**src/rtl/pipe_pkg.sv**
```systemverilog
// Shared pipeline definitions: default widths, write-back-op encodings and the
// field values a bubble leaves in a pipeline register.
package pipe_pkg;

  localparam int DATA_W_DEF = 16;
  localparam int REG_W_DEF  = 3;
  localparam int WBOP_W_DEF = 3;

  localparam logic [2:0] WBOP_ALU  = 3'b000;
  localparam logic [2:0] WBOP_LOAD = 3'b011;
  localparam logic [2:0] WBOP_PC   = 3'b100;

  localparam logic       BUBBLE_VALID = 1'b0;
  localparam logic       BUBBLE_WE    = 1'b0;
  localparam logic       BUBBLE_READS = 1'b0;
  localparam logic [2:0] BUBBLE_WBOP  = WBOP_ALU;

endpackage

```
**src/rtl/load_use_detect.sv**
```systemverilog
// Combinational load-use hazard: a load sitting in X writes a register that the
// instruction in D actually reads.
module load_use_detect
  import pipe_pkg::*;
#(
  parameter int REG_W  = REG_W_DEF,
  parameter int WBOP_W = WBOP_W_DEF
) (
  input  logic              x_valid,
  input  logic              x_reg_write_en,
  input  logic [WBOP_W-1:0] x_write_back_op,
  input  logic [REG_W-1:0]  x_r_write_reg,
  input  logic              d_valid,
  input  logic              d_reads_reg1,
  input  logic [REG_W-1:0]  d_r_read_reg1,
  input  logic              d_reads_reg2,
  input  logic [REG_W-1:0]  d_r_read_reg2,
  output logic              load_use
);

  logic x_is_load;
  logic d_uses_dest;

  assign x_is_load   = x_valid & x_reg_write_en & (x_write_back_op == WBOP_W'(WBOP_LOAD));
  assign d_uses_dest = (d_reads_reg1 & (d_r_read_reg1 == x_r_write_reg)) |
                       (d_reads_reg2 & (d_r_read_reg2 == x_r_write_reg));
  assign load_use    = x_is_load & d_valid & d_uses_dest;

endmodule

```
**src/rtl/decode_execute_reg.sv**
```systemverilog
// Decode-to-execute pipeline register with load-use bubble insertion, flush
// squash, memory-stall freeze, write-back bypass and a saturating stall counter.
module decode_execute_reg
  import pipe_pkg::*;
#(
  parameter int DATA_W = DATA_W_DEF,
  parameter int REG_W  = REG_W_DEF,
  parameter int WBOP_W = WBOP_W_DEF,
  parameter int CNT_W  = 16
) (
  input  logic              clk,
  input  logic              rst,
  input  logic              D_valid,
  input  logic [DATA_W-1:0] D_pc,
  input  logic [REG_W-1:0]  D_rReadReg1,
  input  logic [REG_W-1:0]  D_rReadReg2,
  input  logic              D_readsReg1,
  input  logic              D_readsReg2,
  input  logic [DATA_W-1:0] D_rReadData1,
  input  logic [DATA_W-1:0] D_rReadData2,
  input  logic [DATA_W-1:0] D_imm,
  input  logic [REG_W-1:0]  D_rWriteReg,
  input  logic              D_regWriteEn,
  input  logic [WBOP_W-1:0] D_writeBackOp,
  input  logic [REG_W-1:0]  W_rWriteReg,
  input  logic              W_regWriteEn,
  input  logic [DATA_W-1:0] W_writeData,
  input  logic              flush,
  input  logic              memStall,
  output logic              X_valid,
  output logic [DATA_W-1:0] X_pc,
  output logic [REG_W-1:0]  X_rReadReg1,
  output logic [REG_W-1:0]  X_rReadReg2,
  output logic              X_readsReg1,
  output logic              X_readsReg2,
  output logic [DATA_W-1:0] X_rReadData1,
  output logic [DATA_W-1:0] X_rReadData2,
  output logic [DATA_W-1:0] X_imm,
  output logic [REG_W-1:0]  X_rWriteReg,
  output logic              X_regWriteEn,
  output logic [WBOP_W-1:0] X_writeBackOp,
  output logic              stallFD,
  output logic [CNT_W-1:0]  stallCount
);

  logic load_use;

  function automatic logic [CNT_W-1:0] sat_inc(input logic [CNT_W-1:0] v);
    return (&v) ? v : v + CNT_W'(1);
  endfunction

  // The register file reads before it writes, so a same-cycle write-back
  // must be picked up here or the value would be lost to the forwarding unit.
  function automatic logic [DATA_W-1:0] wb_bypass(
    input logic              reads,
    input logic [REG_W-1:0]  rid,
    input logic [DATA_W-1:0] rf_data,
    input logic              w_en,
    input logic [REG_W-1:0]  w_reg,
    input logic [DATA_W-1:0] w_data
  );
    return (w_en & reads & (w_reg == rid)) ? w_data : rf_data;
  endfunction

  load_use_detect #(
    .REG_W (REG_W),
    .WBOP_W(WBOP_W)
  ) u_load_use_detect (
    .x_valid        (X_valid),
    .x_reg_write_en (X_regWriteEn),
    .x_write_back_op(X_writeBackOp),
    .x_r_write_reg  (X_rWriteReg),
    .d_valid        (D_valid),
    .d_reads_reg1   (D_readsReg1),
    .d_r_read_reg1  (D_rReadReg1),
    .d_reads_reg2   (D_readsReg2),
    .d_r_read_reg2  (D_rReadReg2),
    .load_use       (load_use)
  );

  assign stallFD = load_use & ~flush;

  // D -> X stage boundary
  always_ff @(posedge clk or posedge rst) begin
    if (rst) begin
      X_valid       <= 1'b0;
      X_pc          <= '0;
      X_rReadReg1   <= '0;
      X_rReadReg2   <= '0;
      X_readsReg1   <= 1'b0;
      X_readsReg2   <= 1'b0;
      X_rReadData1  <= '0;
      X_rReadData2  <= '0;
      X_imm         <= '0;
      X_rWriteReg   <= '0;
      X_regWriteEn  <= 1'b0;
      X_writeBackOp <= '0;
      stallCount    <= '0;
    end else if (!memStall) begin
      if (flush || load_use) begin
        X_valid       <= BUBBLE_VALID;
        X_pc          <= '0;
        X_rReadReg1   <= '0;
        X_rReadReg2   <= '0;
        X_readsReg1   <= BUBBLE_READS;
        X_readsReg2   <= BUBBLE_READS;
        X_rReadData1  <= '0;
        X_rReadData2  <= '0;
        X_imm         <= '0;
        X_rWriteReg   <= '0;
        X_regWriteEn  <= BUBBLE_WE;
        X_writeBackOp <= WBOP_W'(BUBBLE_WBOP);
        if (!flush) stallCount <= sat_inc(stallCount);
      end else begin
        X_valid       <= D_valid;
        X_pc          <= D_pc;
        X_rReadReg1   <= D_rReadReg1;
        X_rReadReg2   <= D_rReadReg2;
        X_readsReg1   <= D_readsReg1;
        X_readsReg2   <= D_readsReg2;
        X_rReadData1  <= wb_bypass(D_readsReg1, D_rReadReg1, D_rReadData1,
                                   W_regWriteEn, W_rWriteReg, W_writeData);
        X_rReadData2  <= wb_bypass(D_readsReg2, D_rReadReg2, D_rReadData2,
                                   W_regWriteEn, W_rWriteReg, W_writeData);
        X_imm         <= D_imm;
        X_rWriteReg   <= D_rWriteReg;
        X_regWriteEn  <= D_regWriteEn;
        X_writeBackOp <= D_writeBackOp;
      end
    end
  end

endmodule

```
**config.mk**
```make
export PLATFORM = sky130hd
export DESIGN_NAME = decode_execute_reg
export DESIGN_NICKNAME = d
export VERILOG_FILES = /design/src/rtl/pipe_pkg.sv /design/src/rtl/load_use_detect.sv /design/src/rtl/decode_execute_reg.sv
export SDC_FILE = /design/constraint.sdc
export NUM_CORES = 1
export LEC_CHECK = 0
export CAP_MARGIN = 5
export CORE_MARGIN = 4
export CORE_UTILIZATION = 37
export DETAILED_ROUTE_END_ITERATION = 8
export MAX_ROUTING_LAYER = met4
export PLACE_DENSITY = 0.77
export SLEW_MARGIN = 20
export SYNTH_ARGS = -nofsm -noshare
export SYNTH_HDL_FRONTEND = slang
export SYNTH_SLANG_ARGS = --single-unit
```
**constraint.sdc**
```tcl
create_clock -name clk -period 2.8 [get_ports clk]
set_clock_uncertainty 0.1 [all_clocks]
set_input_delay 0.42 -clock clk [delete_from_list [all_inputs] [get_ports clk]]
set_output_delay 0.42 -clock clk [all_outputs]
set_load 0.01 [all_outputs]
```
==> metrics.md <==
| Metric | Value |
|---|---|
| GRT Overall Usage | 0.2014 |
| Post-Syn Area | 4096 sq um |
| Die area | 12820 sq um |
| Layout cell share with drive strength beyond 1 | 0.07414 |
| Syn Area/Cell | between 10 and 15 sq um |
| Hold path start | X_rReadData1[2]$_DFFE_PP0N_ |
| Reg2Reg Setup Slack | 630 ps |
| Worst path max stage delay | between 500 and 600 ps |
| Final HPWL DP | between 9000 and 10000 um |
| Commonest non-fill, non-tap cell in the layout | clkdlybuf4s50_1 |
| Final TNS setup | 0 ps |
| Register area share after synthesis | 0.5864 |
| Crit-path slowest cell | clkdlybuf4s50_1 |
| Synth-to-layout area growth | 60.60% |
| Total CTS buffers | 9 |
| CTS max path bufs | 2 |
| Root buffer selected by CTS | clkbuf_8 |
| PortBufs | 200 |
| WS Path Type | in -> out |
| Multiplexer area fraction after synthesis | 0.08338 |
| Worst-path cell chain | clkdlybuf4s50_1 > xnor2_1 > nand4_1 > a21o_2 > nor2_1 > clkdlybuf4s50_1 |
| Synth Instances | 339 |
| Levels on crit path | 6 |
| Final hold violations | 0 |
| Drt initial violations | 250 |
| Largest net degree at the start of global routing | 82 |
| Total chip power | 3.113 mW |
| Syn nets | 444 |
| CTS tree | built |
| I/O pin total | around 200 |
| Maximum fanout along the worst path | 3 |
| Sink Count | 96 |
| Most frequent cells in the layout | clkdlybuf4s50_1 (199), dfrtp_1 (96), a22o_1 (47) |
| First-pass GRT wire length | 19850 um |
| Simple-Gate Fraction of Synth Area | 0.08980 |
| Crit Reg-Reg Endpoint | stallCount[1]$_DFFE_PP0P_ |
| Final period utilization | 0.9709 |
| Synth Area in Compound Gates | 0.1509 |
| Crit Reg-Reg Startpoint | X_rWriteReg[0]$_DFFE_PP0N_ |
| PwrDens | ~470 nW/um^2 |
| Utilization after layout | 0.6069 |
| Routed via count | 3520 |
| RSZ-0062 raised after global routing | false |
| Hold Crit Endpoint | X_rReadData1[2]$_DFFE_PP0N_ |
| Initial antenna violation count | 0 |
| Post-Synth Adder-Cell Area | 0.003054 |
| Grt total ovfl | 0 |
| Netlist cell types | 28 |
| # diodes | 0 |
| Routability cong. | 0.8920 |
| Largest family of logic cells by synthesized area | compound AO/OA/AOI/OAI gates |
| Worst Hold Class | reg -> reg |
| Worst slew margin | 0.4229 |
| Hold slack | 391.7 ps |
| # rows | 38 |
| Die Span Y | 113.2 um |
| Die Width | 113.2 um |
| Worst reg2reg path depth | 6 |
| Period minus WS final | between 2000 and 3000 ps |
| Core Box Area | 10840 sq um |
| Post-Place Cells | 677 |
| Clk_lat worst skew | 350 ps |
| CP endpoint kind | output pin |
| WP data arrival | ~2200 ps |
| Slew Limit Fails | 0 |
| Startpoint types | input pin |
| Most used cell, CP | clkdlybuf4s50_1 |
| Worst path buffer plus inverter count | 2 |
| CP top delay family | buffers and inverters |
| # setup viols final | 0 |
| Drt wl/cell | 18.02 um |
| Status | completed |
| Req. time, crit path | 2280 ps |
| Detail Route Antenna Nets | 0 |
| Ys Warns | 0 |
| #FFs+latches synth | 96 |
| Non-filler cells, final | 693 |
| Maximum vdd drop | 296.1 uV |
| Max Cap Viol | 0 |
| Post-Synth XOR/XNOR Area | 0.05559 |
| # fillers | about 910 |
| Final Net Count | 654 |
| Drt pass-1 iters | 4 |
| Vias per cell | 5.079 |
| H-tree depth | 3 |
| Initial core utilization | 0.3779 |
| Maximum clock frequency | roughly 370 MHz |
| Clock-pin slew of the registers on the worst-case setup and hold paths | 80 ps |
| Actual slew at the worst max-slew pin | a little under 900 ps |
| Hold Path Stages | 2 |
| Post-cts sizing count | 0 |
| LEAKAGE | 2.715 nW |
| Vias in the first global route | 3817 |
| Drt total wl | roughly 12000 um |
| Number of remaining DRC errors | 0 |
state kept, by name, indices dropped and copies added, names as in the netlist:
register	cells
X_rReadReg1	3
X_rReadData2	16
X_readsReg1	1
X_valid	1
X_rWriteReg	3
X_readsReg2	1
X_regWriteEn	1
X_pc	16
stallCount	16
X_rReadData1	16
X_rReadReg2	3
X_writeBackOp	3
X_imm	16
per-layer routing:
| layer | vias up | track usage | routed length (um) |
|---|---|---|---|
| li1 | 1636 | - | - |
| met2 | 136 | 0.3254 | 6051 |
| met5 | - | - | 0 |
| met3 | 15 | 0.05134 | 854 |
| met1 | 1733 | 0.2492 | 5389 |
| met4 | 0 | 0.06330 | 192 |
power by group:
| part | switching (mW) | internal [mW] |
|---|---|---|
| sequential | 0.0579 | 1.48 |
| clock | 0.453 | 0.500 |
| combinational | 0.248 | 0.378 |
| total | 0.758 | 2.35 |
layout make-up:
cell class              instances  area (sq um)  area share
clock inverters                 3         67.56     0.01027
inverters                       3         15.01    0.002282
clock buffers                  12         135.1     0.02054
flip-flops and latches         96          2402      0.3652
multi-input cells             220          1582      0.2404
repair buffers                219          2202      0.3347
well taps                     140         175.2     0.02663
through the flow:
stage                     area [sq um]  setup slack [ps]
after floorplan                   4100             893.1
after global placement            6369             88.71
after detailed placement          6369             107.0
after CTS                         6571             82.33
after global routing              6579             3.898
final                             6579             81.38
worst register-to-register path, delay by kind of cell, from the launching register on:
family / cells / cell delay (ps)
AOI/OAI and AO/OA: 1 / 390
xor gates and xnor gates: 1 / 200
buffers and inverters: 2 / 380
DFF: 1 / 470
muxes: 1 / 340
and+or+nand+nor: 1 / 180
worst max-delay path by stage:
stage / slack (ps) / start / to
after detailed placement: 110 / D_rReadReg1[0] / stallFD
after CTS: 80 / D_rReadReg1[0] / stallFD
after floorplan: 890 / stallCount[0]$_DFFE_PP0P_ / stallCount[6]$_DFFE_PP0P_
after global routing: 4 / D_rReadReg2[1] / stallFD
final: 80 / D_rReadReg2[1] / stallFD
after global placement: 90 / D_rReadReg1[0] / stallFD
cells in the mapped netlist (all sizes together):
cell type / number / share of area
dfrtp: 96 / 0.59
a22o: 48 / 0.10
nand2: 38 / 0.035
mux2i: 33 / 0.081
o21ai: 32 / 0.039
xnor2: 21 / 0.045
clkbuf: 13 / 0.012
nand3: 11 / 0.013
nand4: 9 / 0.014
nor2: 8 / 0.0073
buf: 7 / 0.016
xor2: 5 / 0.011
inv: 3 / 0.0027
nor3: 3 / 0.0061
and3: 2 / 0.0031
a2111oi: 1 / 0.0067
a21o: 1 / 0.0021
and2: 1 / 0.0015
and4: 1 / 0.0021
and4b: 1 / 0.0027
ha: 1 / 0.0031
mux2: 1 / 0.0027
nand3b: 1 / 0.0018
nor4: 1 / 0.0015
or2: 1 / 0.0015
kinds of logic after synthesis:
logic type | Yosys count
AND/OR/NAND/NOR | 77
multiplexers | 34
AO/OA/AOI/OAI | 82
adder cells (fa/ha/maj) | 1
XOR/XNOR | 26
flip-flops | 96
buffers and inverters | 23
timing repair:
| item | CTS | global route |
|---|---|---|
| setup endpoints to repair | 0 | 1 |
| setup buffers | 0 | 1 |
| hold buffers | 0 | 0 |
Note: power is estimated with default switching activity, not from simulation.
